[config.mk]
export PLATFORM = sky130hd
export DESIGN_NAME = dcache_to_mem_converter
export DESIGN_NICKNAME = d
export VERILOG_FILES = /design/src/rtl/mpt_pkg.sv /design/src/rtl/dcache_to_mem_converter.sv
export SDC_FILE = /design/constraint.sdc
export NUM_CORES = 1
export LEC_CHECK = 0
export ABC_CLOCK_PERIOD_IN_PS = 4300
export CAP_MARGIN = 20
export CELL_PAD_IN_SITES_DETAIL_PLACEMENT = 1
export CELL_PAD_IN_SITES_GLOBAL_PLACEMENT = 2
export CORE_MARGIN = 2
export CORE_UTILIZATION = 22
export DETAILED_ROUTE_END_ITERATION = 8
export PLACE_DENSITY_LB_ADDON = 0.12
export SLEW_MARGIN = 20
export SYNTH_ARGS = -nofsm -noshare
export SYNTH_HDL_FRONTEND = slang
export SYNTH_SLANG_ARGS = --single-unit
[constraint.sdc]
create_clock -name clk_i -period 4.3 [get_ports clk_i]
set_input_delay 0.645 -clock clk_i [delete_from_list [all_inputs] [get_ports clk_i]]
set_output_delay 0.645 -clock clk_i [all_outputs]
set_load 0.01 [all_outputs]
[src/rtl/mpt_pkg.sv]
// Shared MEM-side helpers: D$ port structs, converter FSM state encoding and
// the {tag,index} address packing used by D$-to-MEM converters.
package mpt_pkg;

    localparam int unsigned XLEN               = 32;
    localparam int unsigned DCACHE_INDEX_WIDTH = 12;
    localparam int unsigned DCACHE_TAG_WIDTH   = 20;
    localparam int unsigned DCACHE_TID_WIDTH   = 4;
    localparam int unsigned DCACHE_USER_WIDTH  = 1;
    localparam int unsigned MEM_ADDR_PACK_WIDTH = DCACHE_TAG_WIDTH + DCACHE_INDEX_WIDTH;

    typedef struct packed {
        logic [DCACHE_INDEX_WIDTH-1:0] address_index;
        logic [DCACHE_TAG_WIDTH-1:0]   address_tag;
        logic [XLEN-1:0]               data_wdata;
        logic                          data_req;
        logic                          data_we;
        logic [XLEN/8-1:0]             data_be;
        logic [DCACHE_TID_WIDTH-1:0]   data_id;
        logic                          kill_req;
        logic                          tag_valid;
    } dreq_i_t;

    typedef struct packed {
        logic                          data_gnt;
        logic                          data_rvalid;
        logic [DCACHE_TID_WIDTH-1:0]   data_rid;
        logic [XLEN-1:0]               data_rdata;
        logic [DCACHE_USER_WIDTH-1:0]  data_ruser;
    } dresp_o_t;

    typedef enum logic [2:0] {
        IDLE,
        WAIT_TAG,
        MEM_REQ,
        MEM_WAIT,
        RESP
    } conv_state_e;

    // Byte address seen by the MEM slave; callers resize to their bus width.
    function automatic logic [MEM_ADDR_PACK_WIDTH-1:0] pack_mem_addr(
        input logic [DCACHE_TAG_WIDTH-1:0]   tag,
        input logic [DCACHE_INDEX_WIDTH-1:0] index
    );
        return {tag, index};
    endfunction

endpackage

[src/rtl/dcache_to_mem_converter.sv]
// Single-outstanding bridge from a D$ request port to a MEM-protocol master,
// with split index/tag phases, kill/flush abort and response suppression.
module dcache_to_mem_converter
    import mpt_pkg::*;
#(
    parameter type         dcache_req_i_t = mpt_pkg::dreq_i_t,
    parameter type         dcache_req_o_t = mpt_pkg::dresp_o_t,
    parameter int unsigned DATA_WIDTH     = XLEN
) (
    input  logic                    clk_i,
    input  logic                    rst_ni,
    input  logic                    flush_i,
    input  dcache_req_i_t           req_port_i,
    output dcache_req_o_t           req_port_o,
    output logic                    m_mem_req,
    input  logic                    m_mem_gnt,
    input  logic                    m_mem_valid,
    output logic [DATA_WIDTH-1:0]   m_mem_addr,
    input  logic [DATA_WIDTH-1:0]   m_mem_rdata,
    output logic [DATA_WIDTH-1:0]   m_mem_wdata,
    output logic                    m_mem_we,
    output logic [DATA_WIDTH/8-1:0] m_mem_be,
    input  logic                    m_mem_error,
    output logic                    mem_error_o,
    output logic                    busy_o
);

    localparam int unsigned BE_WIDTH = DATA_WIDTH / 8;

    conv_state_e state_reg, state_next;

    logic [DCACHE_INDEX_WIDTH-1:0] index_reg;
    logic [DCACHE_TAG_WIDTH-1:0]   tag_reg;
    logic [XLEN-1:0]               wdata_reg;
    logic [XLEN/8-1:0]             be_reg;
    logic                          we_reg;
    logic [DCACHE_TID_WIDTH-1:0]   id_reg;
    logic [DATA_WIDTH-1:0]         rdata_reg;
    logic                          err_reg;
    logic                          drop_reg;

    logic gnt;
    logic capture;
    logic tag_latch;
    logic resp_latch;
    logic drop_set;
    logic in_mem_req;

    always_comb begin
        state_next = state_reg;
        gnt        = 1'b0;
        capture    = 1'b0;
        tag_latch  = 1'b0;
        resp_latch = 1'b0;
        drop_set   = 1'b0;
        in_mem_req = 1'b0;
        case (state_reg)
            IDLE: begin
                // Gated by reset so the port is fully quiet while held in reset.
                gnt = req_port_i.data_req & ~flush_i & rst_ni;
                if (gnt) begin
                    capture = 1'b1;
                    if (req_port_i.data_we) begin
                        tag_latch  = 1'b1;
                        state_next = MEM_REQ;
                    end else begin
                        state_next = WAIT_TAG;
                    end
                end
            end
            WAIT_TAG: begin
                if (req_port_i.kill_req || flush_i) begin
                    state_next = IDLE;
                end else if (req_port_i.tag_valid) begin
                    tag_latch  = 1'b1;
                    state_next = MEM_REQ;
                end
            end
            MEM_REQ: begin
                in_mem_req = 1'b1;
                drop_set   = flush_i;
                if (m_mem_gnt) begin
                    state_next = MEM_WAIT;
                end
            end
            MEM_WAIT: begin
                drop_set = flush_i;
                if (m_mem_valid) begin
                    resp_latch = 1'b1;
                    // A flush arriving with the response still suppresses it.
                    if (!we_reg && !(drop_reg || flush_i)) begin
                        state_next = RESP;
                    end else begin
                        state_next = IDLE;
                    end
                end
            end
            RESP: begin
                state_next = IDLE;
            end
            default: begin
                state_next = IDLE;
            end
        endcase
    end

    always_ff @(posedge clk_i) begin
        if (!rst_ni) begin
            state_reg <= IDLE;
            index_reg <= '0;
            tag_reg   <= '0;
            wdata_reg <= '0;
            be_reg    <= '0;
            we_reg    <= 1'b0;
            id_reg    <= '0;
            rdata_reg <= '0;
            err_reg   <= 1'b0;
            drop_reg  <= 1'b0;
        end else begin
            state_reg <= state_next;
            if (capture) begin
                index_reg <= req_port_i.address_index;
                wdata_reg <= req_port_i.data_wdata;
                be_reg    <= req_port_i.data_be;
                we_reg    <= req_port_i.data_we;
                id_reg    <= req_port_i.data_id;
            end
            if (tag_latch) begin
                tag_reg <= req_port_i.address_tag;
            end
            if (resp_latch) begin
                rdata_reg <= m_mem_rdata;
                err_reg   <= m_mem_error;
            end
            if (state_next == IDLE) begin
                drop_reg <= 1'b0;
            end else if (drop_set) begin
                drop_reg <= 1'b1;
            end
        end
    end

    // MEM-side fields are only driven while the request is presented.
    always_comb begin
        m_mem_req   = in_mem_req;
        m_mem_addr  = '0;
        m_mem_wdata = '0;
        m_mem_we    = 1'b0;
        m_mem_be    = '0;
        if (in_mem_req) begin
            m_mem_addr  = DATA_WIDTH'(pack_mem_addr(tag_reg, index_reg));
            m_mem_wdata = DATA_WIDTH'(wdata_reg);
            m_mem_we    = we_reg;
            m_mem_be    = BE_WIDTH'(be_reg);
        end
    end

    always_comb begin
        req_port_o             = '0;
        req_port_o.data_gnt    = gnt;
        req_port_o.data_rvalid = (state_reg == RESP);
        req_port_o.data_rid    = id_reg;
        req_port_o.data_rdata  = XLEN'(rdata_reg);
    end

    assign mem_error_o = (state_reg == RESP) & err_reg;
    assign busy_o      = (state_reg != IDLE);

endmodule
After elaboration in Yosys (flattened, before gate mapping)
Index checks and enable logic that the tools add are counted.
{"block": "word_totals", "input_bits": 114, "ff_bits": 110, "out_inout_bits": 111}
{"block": "classes", "bitwise": 5, "mux": 24, "eq_ne": 4, "reduce_logical": 10}
{"op": "$mux W32", "count": 2}
{"op": "$mux W3", "count": 6}
{"op": "$mux W1", "count": 12}
{"op": "$pmux W3 S4", "count": 1}
{"op": "$eq A3 B2 Y1 const B", "count": 2}
{"op": "$logic_not A3 Y1", "count": 2}
{"op": "$mux W4", "count": 1}
{"op": "$reduce_or A2 Y1", "count": 2}
{"op": "$and A1 B1 Y1", "count": 3}
{"op": "$eq A3 B1 Y1 const B", "count": 1}
{"op": "$eq A3 B3 Y1 const B", "count": 1}
{"op": "$reduce_bool A3 Y1", "count": 1}
{"op": "$logic_not A1 Y1", "count": 2}
{"op": "$logic_or A1 B1 Y1", "count": 2}
{"op": "$mux W2", "count": 1}
{"op": "$not A1 Y1", "count": 2}
{"op": "$pmux W1 S2", "count": 1}
{"op": "$logic_and A1 B1 Y1", "count": 1}

Longest topological paths before layout
{"block": "depth", "depth_word": 8, "ltp_mapped": 7, "ltp_nobuf": 5}

Least setup slack after synthesis
OpenSTA, ideal clock, no wires.
{"block": "synth_timing", "kind": "input-to-output", "from": "input rst_ni", "to": "output req_port_o[38] (netlist bit)", "required_time_ns": 3.655, "path_stages": 5, "setup_slack_ns": 1.958, "n_path_buf": 3, "arrival_time_ns": 1.697, "path_cell_list": "clkbuf_1 > nand4_1 > inv_2 > buf_2 > buf_4"}
{"element": "start, declared", "line": "dcache_to_mem_converter.sv:11", "source": "input logic rst_ni,"}
{"element": "end, declared", "line": "dcache_to_mem_converter.sv:14", "source": "output dcache_req_o_t req_port_o,"}

Final worst setup path
{"block": "layout_timing", "from": "register state_reg[2]", "to": "output m_mem_wdata[2]"}
{"block": "layout_between", "elab_chain_len": 3}
{"element": "start, declared", "line": "dcache_to_mem_converter.sv:30", "source": "conv_state_e state_reg, state_next;"}
{"element": "start signal, assigned", "line": "dcache_to_mem_converter.sv:120", "source": "state_reg <= state_next;"}
{"element": "$eq A3 B2 Y1", "line": "dcache_to_mem_converter.sv:57", "source": "case (state_reg)"}
{"element": "$mux W1", "line": "dcache_to_mem_converter.sv:57"}
{"element": "$mux W32", "line": "dcache_to_mem_converter.sv:150", "source": "if (in_mem_req) begin"}
{"element": "end, declared", "line": "dcache_to_mem_converter.sv:20", "source": "output logic [DATA_WIDTH-1:0] m_mem_wdata,"}
Every way passes these cells.

==> run_results.csv <==
group,metric,value,unit
outcome,status,"finished clean",
pwr,ir_worst_vdd,0.161,mV
placed_design,dp_hpwl,10800,um
worst_setup_path,cp_slowest_stage_delay,0.68,ns
sta,max_freq,304,MHz
route,vias_per_cell,4.20,
sta,setup_viol,0,
floorplan,die_area,0.0209,sq mm
cells_and_area,fin_nets,863,
floorplan,core-area,0.0194,sq mm
logic_synthesis,syn_nets,662,
worst_setup_path,worstSetupPathType,"reg2out",
cells_and_area,fillers,2322,
sta,fin_crit_sh,76.5,%
route,ant_nets,0,
logic_synthesis,synth_edf_count,0,
worst_setup_path,endpoint_kind,"output pin",
cells_and_area,stdcell_count,1018,
cts,h-tree-depth,3,
route,wl_per_cell,14.8,um
worst_setup_path,r2r_setup_slack,2.09,ns
logic_synthesis,synth_cell_types,26,
logic_synthesis,post-synth-top-area-cell,"dfxtp_1",
route,drt_first_pass_iters,4,
pwr,finalPower,2.23,mW
run,max_cap_viol_count,0,
placed_design,gp_congestion,0.751,
cts,cts_resized,0,
logic_synthesis,synthCells,548,
cells_and_area,layout.area.seq,0.00220,sq mm
cts,cts.clk_slew.worst_paths,0.07,ns
logic_synthesis,synth_warnings,0,
worst_setup_path,arrival,2.65,ns
worst_setup_path,r2r-end,"drop_reg",
logic_synthesis,synth.area.top_cells,"dfxtp_1 51%, nand2_1 15%, and2_1 10%",
pwr,powerDensity,313,mW/mm^2
cells_and_area,diodes,0,
logic_synthesis,synth_top_area_share,50.8,%
floorplan,rows,51,
sta,tightest_slew,0.869,ns
logic_synthesis,synth-seq-area-share,50.8,%
cells_and_area,layout_common_cells,"222 x clkdlybuf4s50_1, 173 x nand2_1, 110 x dfxtp_1, 70 x and2_1, 52 x nand3_1",
worst_setup_path,cp_num_buf_inv,2,
cells_and_area,final_core_util,36.7,%
worst_setup_path,startpoint,"state_reg[2]",
worst_hold_path,hold_depth,2,
sta,hold_viol,0,
sta,period_minus_slack,3.29,ns
cts,cts_buffers,9,
cells_and_area,multiInputGateArea,0.00196,sq mm
placed_design,dp.cells,1003,
worst_setup_path,path_cells,"nand2b_1 -> nor2_4 -> buf_4 -> and2_1 -> clkdlybuf4s50_1",
cts,clockRootBuffer,"clkbuf_16",
worst_setup_path,path_delay_family,"simple AND/OR/NAND/NOR gates",
route,drtIter0Drc,84,
global_routing,grt_pass1_wl,23300,um
floorplan,initial_utilization,22.4,%
cells_and_area,syn2layout_area_growth,64.4,%
floorplan,ioPinCount,225,
worst_hold_path,holdPathEnd,"index_reg[9]",
sta,drv_slew,0,
sta,tns,0,ns
logic_synthesis,syn_avg_cell_area,7.91,sq um
cts,postCtsSetupBuffers,0,
global_routing,grt_max_degree,59,
sta,slew_headroom,41.9,%
worst_setup_path,worstPathMaxFanout,43,
sta,clock_skew,0.00499,ns
route,drt-total-wl,15000,um
cells_and_area,layout_commonest_cell,"clkdlybuf4s50_1",
cts,cts_tree,"done",
pwr,leakage,2.75,nW
worst_setup_path,reg2reg_depth,5,
global_routing,antenna_found_initial,0,
worst_hold_path,worstHoldStart,"index_reg[9]",
cts,cts_buffer_depth,2,
worst_setup_path,r2r-start,"state_reg[2]",
floorplan,die_w,144,um
global_routing,grt_overflow,0,
cts,postCtsHoldBufs,0,
worst_setup_path,worstPathRequired,3.65,ns
worst_hold_path,hp-class,"reg2reg",
route,vias,4275,
cts,clock-sinks,110,
placed_design,io_buffers,223,
route,route.detailed.drc,0,
logic_synthesis,syn-cell-area,0.00434,sq mm
global_routing,grt_pass1_vias,4473,
global_routing,grt_usage,14.3,%
worst_setup_path,cp_slowest_cell,"nor2_4",
floorplan,fp.dieH,144,um
cts,clock_latency,0.34,ns
cells_and_area,drive_above_1_share,3.72,%
logic_synthesis,ys_async_sr_fraction,0,%
worst_setup_path,startpoint_type,"flop",
logic_synthesis,synth_flop_cell,"dfxtp_1",
sta,rsz0062_at_grt,"no",
logic_synthesis,ys_ff_latch,110,
## cell families (layout without fill, tap and decap cells)
logic type      Yosys count  in the layout  share of synthesized area (%)
flops                   110            110                           50.8
buf+inv                  44            249                           4.33
other cells               1              1                         0.0865
mux                      21             21                           4.85
compound gates           39             39                           4.67
simple gates            333            333                           35.3
## worst max-delay path by stage
stage	end	slack (ns)	cells past startpoint
2_1_floorplan	req_port_o[38]	1.96	5
3_3_place_gp	tag_reg[1]	1.34	6
3_5_place_dp	tag_reg[6]	1.29	6
4_1_cts	m_mem_wdata[12]	0.92	5
5_1_grt	m_mem_wdata[29]	0.71	5
6_report	m_mem_wdata[2]	1.01	5
## report_power, final
part           internal, mW  total, mW  leakage (nW)  switching [mW]
Clock                 0.582      0.950         0.166           0.368
Sequential             1.05       1.07         0.893          0.0175
Combinational         0.127      0.212          1.69          0.0851
## tightest hold or removal path, stage by stage, from the launching register on
cell and delay [ns]:
dfxtp_1 0.31, nand3_1 0.06, nand2_1 0.04
## Yosys cell counts, types with 3 or more instances
| cell type | n |
|---|---|
| a21oi_1 | 37 |
| and2_1 | 70 |
| buf_1 | 5 |
| buf_2 | 6 |
| buf_4 | 4 |
| clkbuf_1 | 25 |
| dfxtp_1 | 110 |
| inv_1 | 3 |
| mux2i_1 | 21 |
| nand2_1 | 173 |
| nand3_1 | 52 |
| nor2_1 | 27 |
## layer usage
metal  global-route usage, %  wire, um  up-vias  share of wire (%)
li1                        -         -     2142                  -
met1                    17.0      6490     1984                 43
met2                    23.6      6940      133                 46
met3                    5.40      1330       16                8.9
met4                    4.96       262        0                1.7
met5                       0         0        -                  0
## through the flow
| stage | instance area, sq um | setup slack [ns] | hold WS [ns] |
|---|---|---|---|
| after floorplan | 4340 | 1.96 | 0.429 |
| after global routing | 7130 | 0.714 | 0.472 |
| after detailed placement | 6790 | 1.29 | 0.444 |
| final | 7130 | 1.01 | 0.453 |
| after CTS | 7130 | 0.922 | 0.455 |
| after global placement | 6790 | 1.34 | 0.438 |
## area by class of cell
type,instances,share of cell area (%)
Multi-Input combinational cell,394,27.5
Clock inverter,4,1.33
Clock buffer,11,3.41
Inverter,4,0.228
Sequential cell,110,30.9
Tap cell,265,4.65
Timing Repair Buffer,230,32.0
(Power assumes the default switching activity.)
